===== src/rtl/alu_cmd_sequencer_if.sv =====
// Host command/response channel plus the ALU operand/result bus of the sequencer.
// The slave modport is the sequencer; the master side is the requester together with the ALU.
interface alu_cmd_sequencer_if #(
  parameter int WIDTH = 6
);
  logic             cmd_valid;
  logic             cmd_ready;
  logic [2:0]       cmd_fxn;
  logic [WIDTH-1:0] cmd_a;
  logic [WIDTH-1:0] cmd_b;
  logic             cmd_acc;

  logic [WIDTH-1:0] alu_a;
  logic [WIDTH-1:0] alu_b;
  logic [2:0]       alu_fxn;
  logic [WIDTH-1:0] alu_x;

  logic             rsp_valid;
  logic             rsp_ready;
  logic [WIDTH-1:0] rsp_x;
  logic             rsp_zero;
  logic             rsp_neg;
  logic             rsp_err;

  modport master (
    output cmd_valid, cmd_fxn, cmd_a, cmd_b, cmd_acc, rsp_ready, alu_x,
    input  cmd_ready, alu_a, alu_b, alu_fxn, rsp_valid, rsp_x, rsp_zero, rsp_neg, rsp_err
  );

  modport slave (
    input  cmd_valid, cmd_fxn, cmd_a, cmd_b, cmd_acc, rsp_ready, alu_x,
    output cmd_ready, alu_a, alu_b, alu_fxn, rsp_valid, rsp_x, rsp_zero, rsp_neg, rsp_err
  );
endinterface


===== src/rtl/alu_cmd_sequencer.sv =====
// Issues one host command at a time to an external ALU, waits ALU_LAT cycles,
// and returns the captured result with flags; optional accumulator replaces operand A.
module alu_cmd_sequencer #(
  parameter int WIDTH   = 6,
  parameter int ALU_LAT = 1
) (
  input logic                clk,
  input logic                rst_n,
  alu_cmd_sequencer_if.slave bus
);

  typedef enum logic [1:0] {IDLE, ISSUE, WAIT, RESP} state_t;

  localparam logic [3:0] LAST_WAIT = 4'(ALU_LAT - 1);

  state_t           state;
  state_t           state_next;
  logic [3:0]       wait_cnt;
  logic [WIDTH-1:0] acc;
  logic [WIDTH-1:0] pend_a;
  logic [WIDTH-1:0] pend_b;
  logic [2:0]       pend_fxn;

  logic accept;
  logic illegal;
  logic capture;

  assign accept  = bus.cmd_valid && bus.cmd_ready;
  assign illegal = (bus.cmd_fxn == 3'b100);
  assign capture = (state == WAIT) && (wait_cnt == LAST_WAIT);

  always_comb begin
    state_next = state;
    case (state)
      IDLE:    if (accept) state_next = illegal ? RESP : ISSUE;
      ISSUE:   state_next = WAIT;
      WAIT:    if (capture) state_next = RESP;
      RESP:    if (bus.rsp_ready) state_next = IDLE;
      default: state_next = IDLE;
    endcase
  end

  // Handshake outputs are registered from the next state so they are glitch-free and low in reset.
  always_ff @(posedge clk or negedge rst_n) begin
    if (!rst_n) begin
      state         <= IDLE;
      bus.cmd_ready <= 1'b0;
      bus.rsp_valid <= 1'b0;
    end else begin
      state         <= state_next;
      bus.cmd_ready <= (state_next == IDLE);
      bus.rsp_valid <= (state_next == RESP);
    end
  end

  // Command fields are latched on accept so the host may change cmd_* while the ALU works.
  always_ff @(posedge clk or negedge rst_n) begin
    if (!rst_n) begin
      pend_a       <= '0;
      pend_b       <= '0;
      pend_fxn     <= '0;
      acc          <= '0;
      wait_cnt     <= '0;
      bus.alu_a    <= '0;
      bus.alu_b    <= '0;
      bus.alu_fxn  <= '0;
      bus.rsp_x    <= '0;
      bus.rsp_zero <= 1'b0;
      bus.rsp_neg  <= 1'b0;
      bus.rsp_err  <= 1'b0;
    end else begin
      if (accept && !illegal) begin
        pend_a   <= bus.cmd_acc ? acc : bus.cmd_a;
        pend_b   <= bus.cmd_b;
        pend_fxn <= bus.cmd_fxn;
      end
      if (accept && illegal) begin
        bus.rsp_x    <= '0;
        bus.rsp_zero <= 1'b1;
        bus.rsp_neg  <= 1'b0;
        bus.rsp_err  <= 1'b1;
      end
      if (state == ISSUE) begin
        bus.alu_a   <= pend_a;
        bus.alu_b   <= pend_b;
        bus.alu_fxn <= pend_fxn;
        wait_cnt    <= '0;
      end
      if (state == WAIT) begin
        wait_cnt <= wait_cnt + 4'd1;
      end
      if (capture) begin
        bus.rsp_x    <= bus.alu_x;
        acc          <= bus.alu_x;
        bus.rsp_zero <= (bus.alu_x == '0);
        bus.rsp_neg  <= bus.alu_x[WIDTH-1];
        bus.rsp_err  <= 1'b0;
      end
    end
  end

endmodule


===== src/flat_wrapper.sv =====
// flat-port wrapper written by rule: the top's interface ports become plain ports
module alu_cmd_sequencer_flat 
#(
  parameter int WIDTH   = 6,
  parameter int ALU_LAT = 1
)
  (clk, rst_n, bus_cmd_valid, bus_cmd_fxn, bus_cmd_a, bus_cmd_b, bus_cmd_acc, bus_rsp_ready, bus_alu_x, bus_cmd_ready, bus_alu_a, bus_alu_b, bus_alu_fxn, bus_rsp_valid, bus_rsp_x, bus_rsp_zero, bus_rsp_neg, bus_rsp_err);
  alu_cmd_sequencer_if #(.WIDTH(WIDTH)) bus_i ();
  input logic clk;
  input logic rst_n;
  input wire logic [$bits(bus_i.cmd_valid)-1:0] bus_cmd_valid;
  input wire logic [$bits(bus_i.cmd_fxn)-1:0] bus_cmd_fxn;
  input wire logic [$bits(bus_i.cmd_a)-1:0] bus_cmd_a;
  input wire logic [$bits(bus_i.cmd_b)-1:0] bus_cmd_b;
  input wire logic [$bits(bus_i.cmd_acc)-1:0] bus_cmd_acc;
  input wire logic [$bits(bus_i.rsp_ready)-1:0] bus_rsp_ready;
  input wire logic [$bits(bus_i.alu_x)-1:0] bus_alu_x;
  output wire logic [$bits(bus_i.cmd_ready)-1:0] bus_cmd_ready;
  output wire logic [$bits(bus_i.alu_a)-1:0] bus_alu_a;
  output wire logic [$bits(bus_i.alu_b)-1:0] bus_alu_b;
  output wire logic [$bits(bus_i.alu_fxn)-1:0] bus_alu_fxn;
  output wire logic [$bits(bus_i.rsp_valid)-1:0] bus_rsp_valid;
  output wire logic [$bits(bus_i.rsp_x)-1:0] bus_rsp_x;
  output wire logic [$bits(bus_i.rsp_zero)-1:0] bus_rsp_zero;
  output wire logic [$bits(bus_i.rsp_neg)-1:0] bus_rsp_neg;
  output wire logic [$bits(bus_i.rsp_err)-1:0] bus_rsp_err;
  assign bus_i.cmd_valid = bus_cmd_valid;
  assign bus_i.cmd_fxn = bus_cmd_fxn;
  assign bus_i.cmd_a = bus_cmd_a;
  assign bus_i.cmd_b = bus_cmd_b;
  assign bus_i.cmd_acc = bus_cmd_acc;
  assign bus_i.rsp_ready = bus_rsp_ready;
  assign bus_i.alu_x = bus_alu_x;
  assign bus_cmd_ready = bus_i.cmd_ready;
  assign bus_alu_a = bus_i.alu_a;
  assign bus_alu_b = bus_i.alu_b;
  assign bus_alu_fxn = bus_i.alu_fxn;
  assign bus_rsp_valid = bus_i.rsp_valid;
  assign bus_rsp_x = bus_i.rsp_x;
  assign bus_rsp_zero = bus_i.rsp_zero;
  assign bus_rsp_neg = bus_i.rsp_neg;
  assign bus_rsp_err = bus_i.rsp_err;
  alu_cmd_sequencer #(.WIDTH(WIDTH), .ALU_LAT(ALU_LAT)) u_core (.clk(clk), .rst_n(rst_n), .bus(bus_i));
endmodule

===== config.mk =====
export PLATFORM = sky130hd
export DESIGN_NAME = alu_cmd_sequencer_flat
export DESIGN_NICKNAME = d
export VERILOG_FILES = /design/src/rtl/alu_cmd_sequencer_if.sv /design/src/rtl/alu_cmd_sequencer.sv /design/src/flat_wrapper.sv
export SDC_FILE = /design/constraint.sdc
export NUM_CORES = 1
export LEC_CHECK = 0
export CORE_ASPECT_RATIO = 0.7
export CORE_UTILIZATION = 40
export DETAILED_ROUTE_END_ITERATION = 12
export GPL_TIMING_DRIVEN = 0
export PLACE_DENSITY = 0.72
export SETUP_SLACK_MARGIN = 0.05
export SLEW_MARGIN = 20
export SYNTH_ARGS = -nofsm -noshare
export SYNTH_HDL_FRONTEND = slang
export SYNTH_SLANG_ARGS = --single-unit

===== constraint.sdc =====
create_clock -name clk -period 1.7 [get_ports clk]
set_input_delay 0.255 -clock clk [delete_from_list [all_inputs] [get_ports clk]]
set_output_delay 0.255 -clock clk [all_outputs]
set_load 0.02 [all_outputs]

[After elaboration in Yosys (flattened, before gate mapping)]
Cells that the tools add are included.
Cells by class
  add/subtract/negate cells: 1
  equal/unequal tests: 5
  mux-type cells: 15
  reduce and logical (&&, ||, !) cells: 11
Operators with widths (number)
  6-bit 2-to-1 mux: 3
  2-bit 2-to-1 mux: 4
  4-bit 2-to-1 mux: 2
  2-bit one-hot mux with 4 select lines: 1
  2-bit equality test, second input constant: 3
  6-bit logical NOT: 1
  1-bit 2-to-1 mux: 5
  4-bit by 1-bit adder with 4-bit output, second input constant: 1
  1-bit logical AND: 4
  2-bit logical NOT: 2
  4-bit logical NOT: 1
  2-bit nonzero test: 2
  3-bit equality test, second input constant: 1
  2-bit by 1-bit equality test with 1-bit output, second input constant: 1
  1-bit logical NOT: 1
Word-level totals
  register bits after elaboration: 53
  input bits: 26
  output and inout port bits: 26
  word-level logic and storage cells: 47

[Depth between registers and ports, before layout]
Gate-level depths: netlist (run 1).
  depth after elaboration: 5
  gate-level depth with buffers: 7
  gate-level depth less buffers: 5

[Worst setup path after synthesis (run 1)]
OpenSTA, ideal clock, no wires.
  kind: reg-to-reg
  start point: register u_core.state[0]
  end point: register u_core.acc[4]
  library setup time: 0.125 ns
  arrival: 1.507 ns
  required time: 1.575 ns
  path slack: 0.068 ns
  stages on the path, launching flop included: 7
  buffers on the path: 2
  period minus slack after synthesis: 1.632 ns
  cells stage by stage: dfrtp_1 inv_1 ha_1 and4bb_1 buf_6 buf_6 mux2_4
On the way
  cells in the longest elaborated chain, start to end: 2
Ends and longest elaborated chain
  start: declaration: line alu_cmd_sequencer.sv:16  | state_t state;
  start signal: assignment: line alu_cmd_sequencer.sv:50  | state <= state_next;
  2-bit equality test: line alu_cmd_sequencer.sv:30  | assign capture = (state == WAIT) && (wait_cnt == LAST_WAIT);
  1-bit logical AND: line alu_cmd_sequencer.sv:30
  end signal: assignment: line alu_cmd_sequencer.sv:94  | acc <= bus.alu_x;
  end: declaration: line alu_cmd_sequencer.sv:19  | logic [WIDTH-1:0] acc;
No other way between the ends.
A chain may end at the register's enable or synchronous reset.

[Final worst setup path (run 1)]
  start point: register u_core.bus.cmd_ready
  end point: output port bus_cmd_ready
RTL lines
  start: declaration: line alu_cmd_sequencer_if.sv:32  | output cmd_ready, alu_a, alu_b, alu_fxn, rsp_valid, rsp_x, rsp_zero, rsp_neg, rsp_err
  start signal: assignment: line alu_cmd_sequencer.sv:51  | bus.cmd_ready <= (state_next == IDLE);
  end: declaration: line flat_wrapper.sv:18  | output wire logic [$bits(bus_i.cmd_ready)-1:0] bus_cmd_ready;
No word-level cell between the ends.

==> impl_metrics.csv, run 1 <==
group,metric,value,unit
clock_tree,clock_root_buffer,"clkbuf_8",
setup_path,crit_path_start_kind,"register",
sta,rsz0062_at_grt,"false",
grt,grt_max_degree,53,
floorplanning,chipHeight,64.5,um
clock_tree,cts.path.max_buffers,2,
grt,globalRouteOverflowTotal,0,
sta,max_slew.worst_pin.slew,630,ps
drt,drt-vias-per-instance,4.96,
placement,routability_driven_placement_congestion_ratio,0.757,
layout,multi_input_area,872,sq um
synthesis,mappedNetlistArea,0.00223,sq mm
floorplanning,rows,22,
setup_path,cp_slowest_cell,"clkdlybuf4s50_1",
synthesis,count_of_yosys_warnings_during_synthesis,0,
layout,final_util,0.563,
setup_path,critPathMaxFanout,4,
clock_tree,cts_made_buffers,5,
grt,groute.layer.met2.usage,0.243,
drt,drt_iter0_markers,32,
clock_tree,clk_pin_slew_worst_paths,90,ps
sta,final.period_utilization,0.937,
layout,final_area,0.00299,sq mm
job,drv_cap,0,
sta,timing.setup.tns,0,ps
synthesis,synth.area.top_cells,"dfrtp_1 (58%), mux2_2 (11%), o21ai_0 (3.6%)",
setup_path,timing.critical_path.max_delay_family,"buffers and inverters",
grt,globalRoute.busiestLayer,"met2",
setup_path,timing.critical_path.slowest_cell_delay,630,ps
sta,final-hold-violation-count,0,
synthesis,post-synth-top-area-cell,"dfrtp_1",
power_and_ir_drop,power_per_cell_area,1860,mW/mm^2
setup_path,cp.required,1440,ps
floorplanning,pin_count,52,
floorplanning,initial_core_util,0.421,
floorplanning,core_area,0.00531,sq mm
layout,num-nets-final,259,
synthesis,postSynthNetCount,195,
synthesis,syn_avg_cell_area,13.7,sq um
layout,layout.cells.non_filler,300,
sta,hold_slack,468,ps
sta,max_clock_freq,0.627,GHz
drt,drc_errors,0,
setup_path,critical_path_arrival,1340,ps
floorplanning,die_w,91.3,um
sta,fin_skew,10.6,ps
placement,placed_cell_areas,0.00282,sq mm
floorplanning,die_area,0.00589,sq mm
sta,min_period,1590,ps
sta,timing.final.setup_violations,0,
drt,drt_first_pass_iters,6,
synthesis,synth.lib_cells_used.distinct,35,
drt,wl_per_cell,14.4,um
grt,grt_use_total,0.161,
clock_tree,clock_network_latency_to_the_later_pin_of_the_worst_skew_pair,310,ps
layout,register_area,0.00130,sq mm
grt,gr_util_met3,0.0469,
grt,grt_pass1_wl,7.39,mm
setup_path,r2r_setup_slack,130,ps
grt,grt_util_met1,0.224,
clock_tree,cts.sinks,52,
placement,numPortBuffers,50,
sta,slew_viol_final,0,
drt,routed_wl,4.33,mm
placement,dp_cell_count,285,
synthesis,synth.yosys.seq_area_share,0.582,
hold_path,hold_path_class,"in -> reg",
placement,detailed_place_hpwl,3.09,mm
power_and_ir_drop,p_leak,1.31,nW
status,outcome,"complete, no violations",
setup_path,worst-setup-path-type,"reg -> out",
clock_tree,clock_tree_from_tritoncts,"yes",
synthesis,ys_seq_elements,52,
drt,antenna_left,0,
power_and_ir_drop,irDropWorstVdd,784,uV
clock_tree,ctsHtreeMaxLevel,2,
layout,fraction_of_layout_instances_using_a_drive_strength_above_1,0.241,
synthesis,netlist.area_leader.share,0.582,
synthesis,post_synth_inst_count,163,
setup_path,critical_path.n_buffers_inverters,1,
layout,syn_to_final_growth,33.8,%
layout,num-fill-cells,441,
grt,initial_antenna_violation_count,0,
layout,number_of_inserted_diodes,0,
drt,detailroute.via_count,1488,
setup_path,critical_path.endpoint_type,"primary output",
grt,grt_pass1_vias,1510,
setup_path,timing.critical_path.cells,"clkdlybuf4s50_1",
sta,maxSlewHeadroom,0.580,
[stage by stage]
stage               setup WS (ps)  power, mW
floorplan                    67.8       3.75
global placement            -1150       4.68
detailed placement           -183       4.74
CTS                          28.6       5.52
global route                 53.0       5.96
finish                        106       5.55
[routing by layer]
layer | part of all wire | vias up
met1 | 0.50 | 729
li1 | - | 714
met5 | 0 | -
met3 | 0.055 | 7
met2 | 0.44 | 38
met4 | 0.0099 | 0
[cells in the final DEF, fill, tap and decap left out, types with 2 or more instances in the layout]
cell type	n
inv_1	4
ha_1	5
nand2_1	2
a22o_1	8
o21ai_0	16
mux2_2	22
buf_6	3
clkbuf_8	6
nor2b_1	2
clkdlybuf4s50_1	48
buf_4	9
dfrtp_2	2
a21o_1	2
mux2i_1	6
nor2_1	5
nand3_1	5
mux2_1	6
a21oi_1	2
dfrtp_1	50
[registers in the layout, indices dropped and copies added (netlist names)]
| register | flops |
|---|---|
| u_core.bus.alu_b | 6 |
| u_core.acc | 6 |
| u_core.pend_fxn | 3 |
| u_core.bus.rsp_neg | 1 |
| u_core.pend_b | 6 |
| u_core.wait_cnt | 4 |
| u_core.bus.rsp_valid | 1 |
| u_core.bus.alu_a | 6 |
| u_core.state | 2 |
| u_core.pend_a | 6 |
| u_core.bus.alu_fxn | 3 |
| u_core.bus.rsp_err | 1 |
| u_core.bus.rsp_x | 5 |
| u_core.bus.rsp_zero | 1 |
| u_core.bus.cmd_ready | 1 |
[report_power, final]
part	switching, mW	internal, mW
Combinational	1.23	1.43
Clock	0.410	0.334
Sequential	0.323	1.83
Total	1.96	3.59
[cell usage after synthesis (all sizes together)]
master	instances
nand2	2
a211oi	1
mux2	29
nand3	5
a22o	8
nor2	6
nand2b	2
nor2b	2
o211ai	1
nand3b	1
dfrtp	52
mux2i	6
nor3	1
clkbuf	1
nor4	1
and2	1
o211a	1
a21o	2
nor3b	1
buf	6
ha	6
a32o	1
inv	5
o22a	1
a21oi	3
and4bb	1
o21ai	17
[path summary, 6_finish.rpt]
kind                                           start                    end  cells after the start
worst min register to register      u_core.pend_b[3]       u_core.pend_b[3]                      1
worst min-delay path                     bus_cmd_acc       u_core.pend_a[5]                      3
max in group asynchronous                      rst_n        u_core.state[0]                      2
worst max register to register       u_core.state[1]  u_core.bus.alu_fxn[2]                      5
min in group asynchronous                      rst_n          u_core.acc[4]                      2
worst max-delay path            u_core.bus.cmd_ready          bus_cmd_ready                      1
[repair_timing]
action | 4_1_cts | 5_1_grt
endpoints found under the setup margin | 14 | 13
gates resized for setup | 4 | 4
buffers inserted | 0 | 6
hold endpoints to repair | 43 | 0
hold buffers | 1 | 0
[cell type report]
cell class / instances / area share
buffer: 7 / 0.0192
clock buffer: 6 / 0.0276
clock inverter: 2 / 0.00460
inverter: 5 / 0.00628
multi-input combinational: 99 / 0.292
sequential: 52 / 0.436
tap: 72 / 0.0301
timing repair buffer: 57 / 0.185
[logic make-up (layout without fill, tap and decap cells)]
group                      after synthesis  count (layout)  share of synthesized area
muxes                                   35              35                      0.175
AOI/OAI and AO/OA                       35              35                      0.109
buffers and inverters                   12              77                     0.0330
and+or+nand+nor                         23              23                     0.0678
DFF                                     52              52                      0.582
adders and majority gates                6               6                     0.0336
No activity file was read; power rests on OpenSTA's default activity.
==> inputs of run 2 (changes only) <==
--- a/config.mk
+++ b/config.mk
@@ -7,6 +7,7 @@
 export LEC_CHECK = 0
 export CORE_ASPECT_RATIO = 0.7
 export CORE_UTILIZATION = 40
+export CTS_CLUSTER_DIAMETER = 40
 export DETAILED_ROUTE_END_ITERATION = 12
 export GPL_TIMING_DRIVEN = 0
 export PLACE_DENSITY = 0.72
==> results of run 2 <==
Final layout, timing and power as in run 1 (identical DEF).
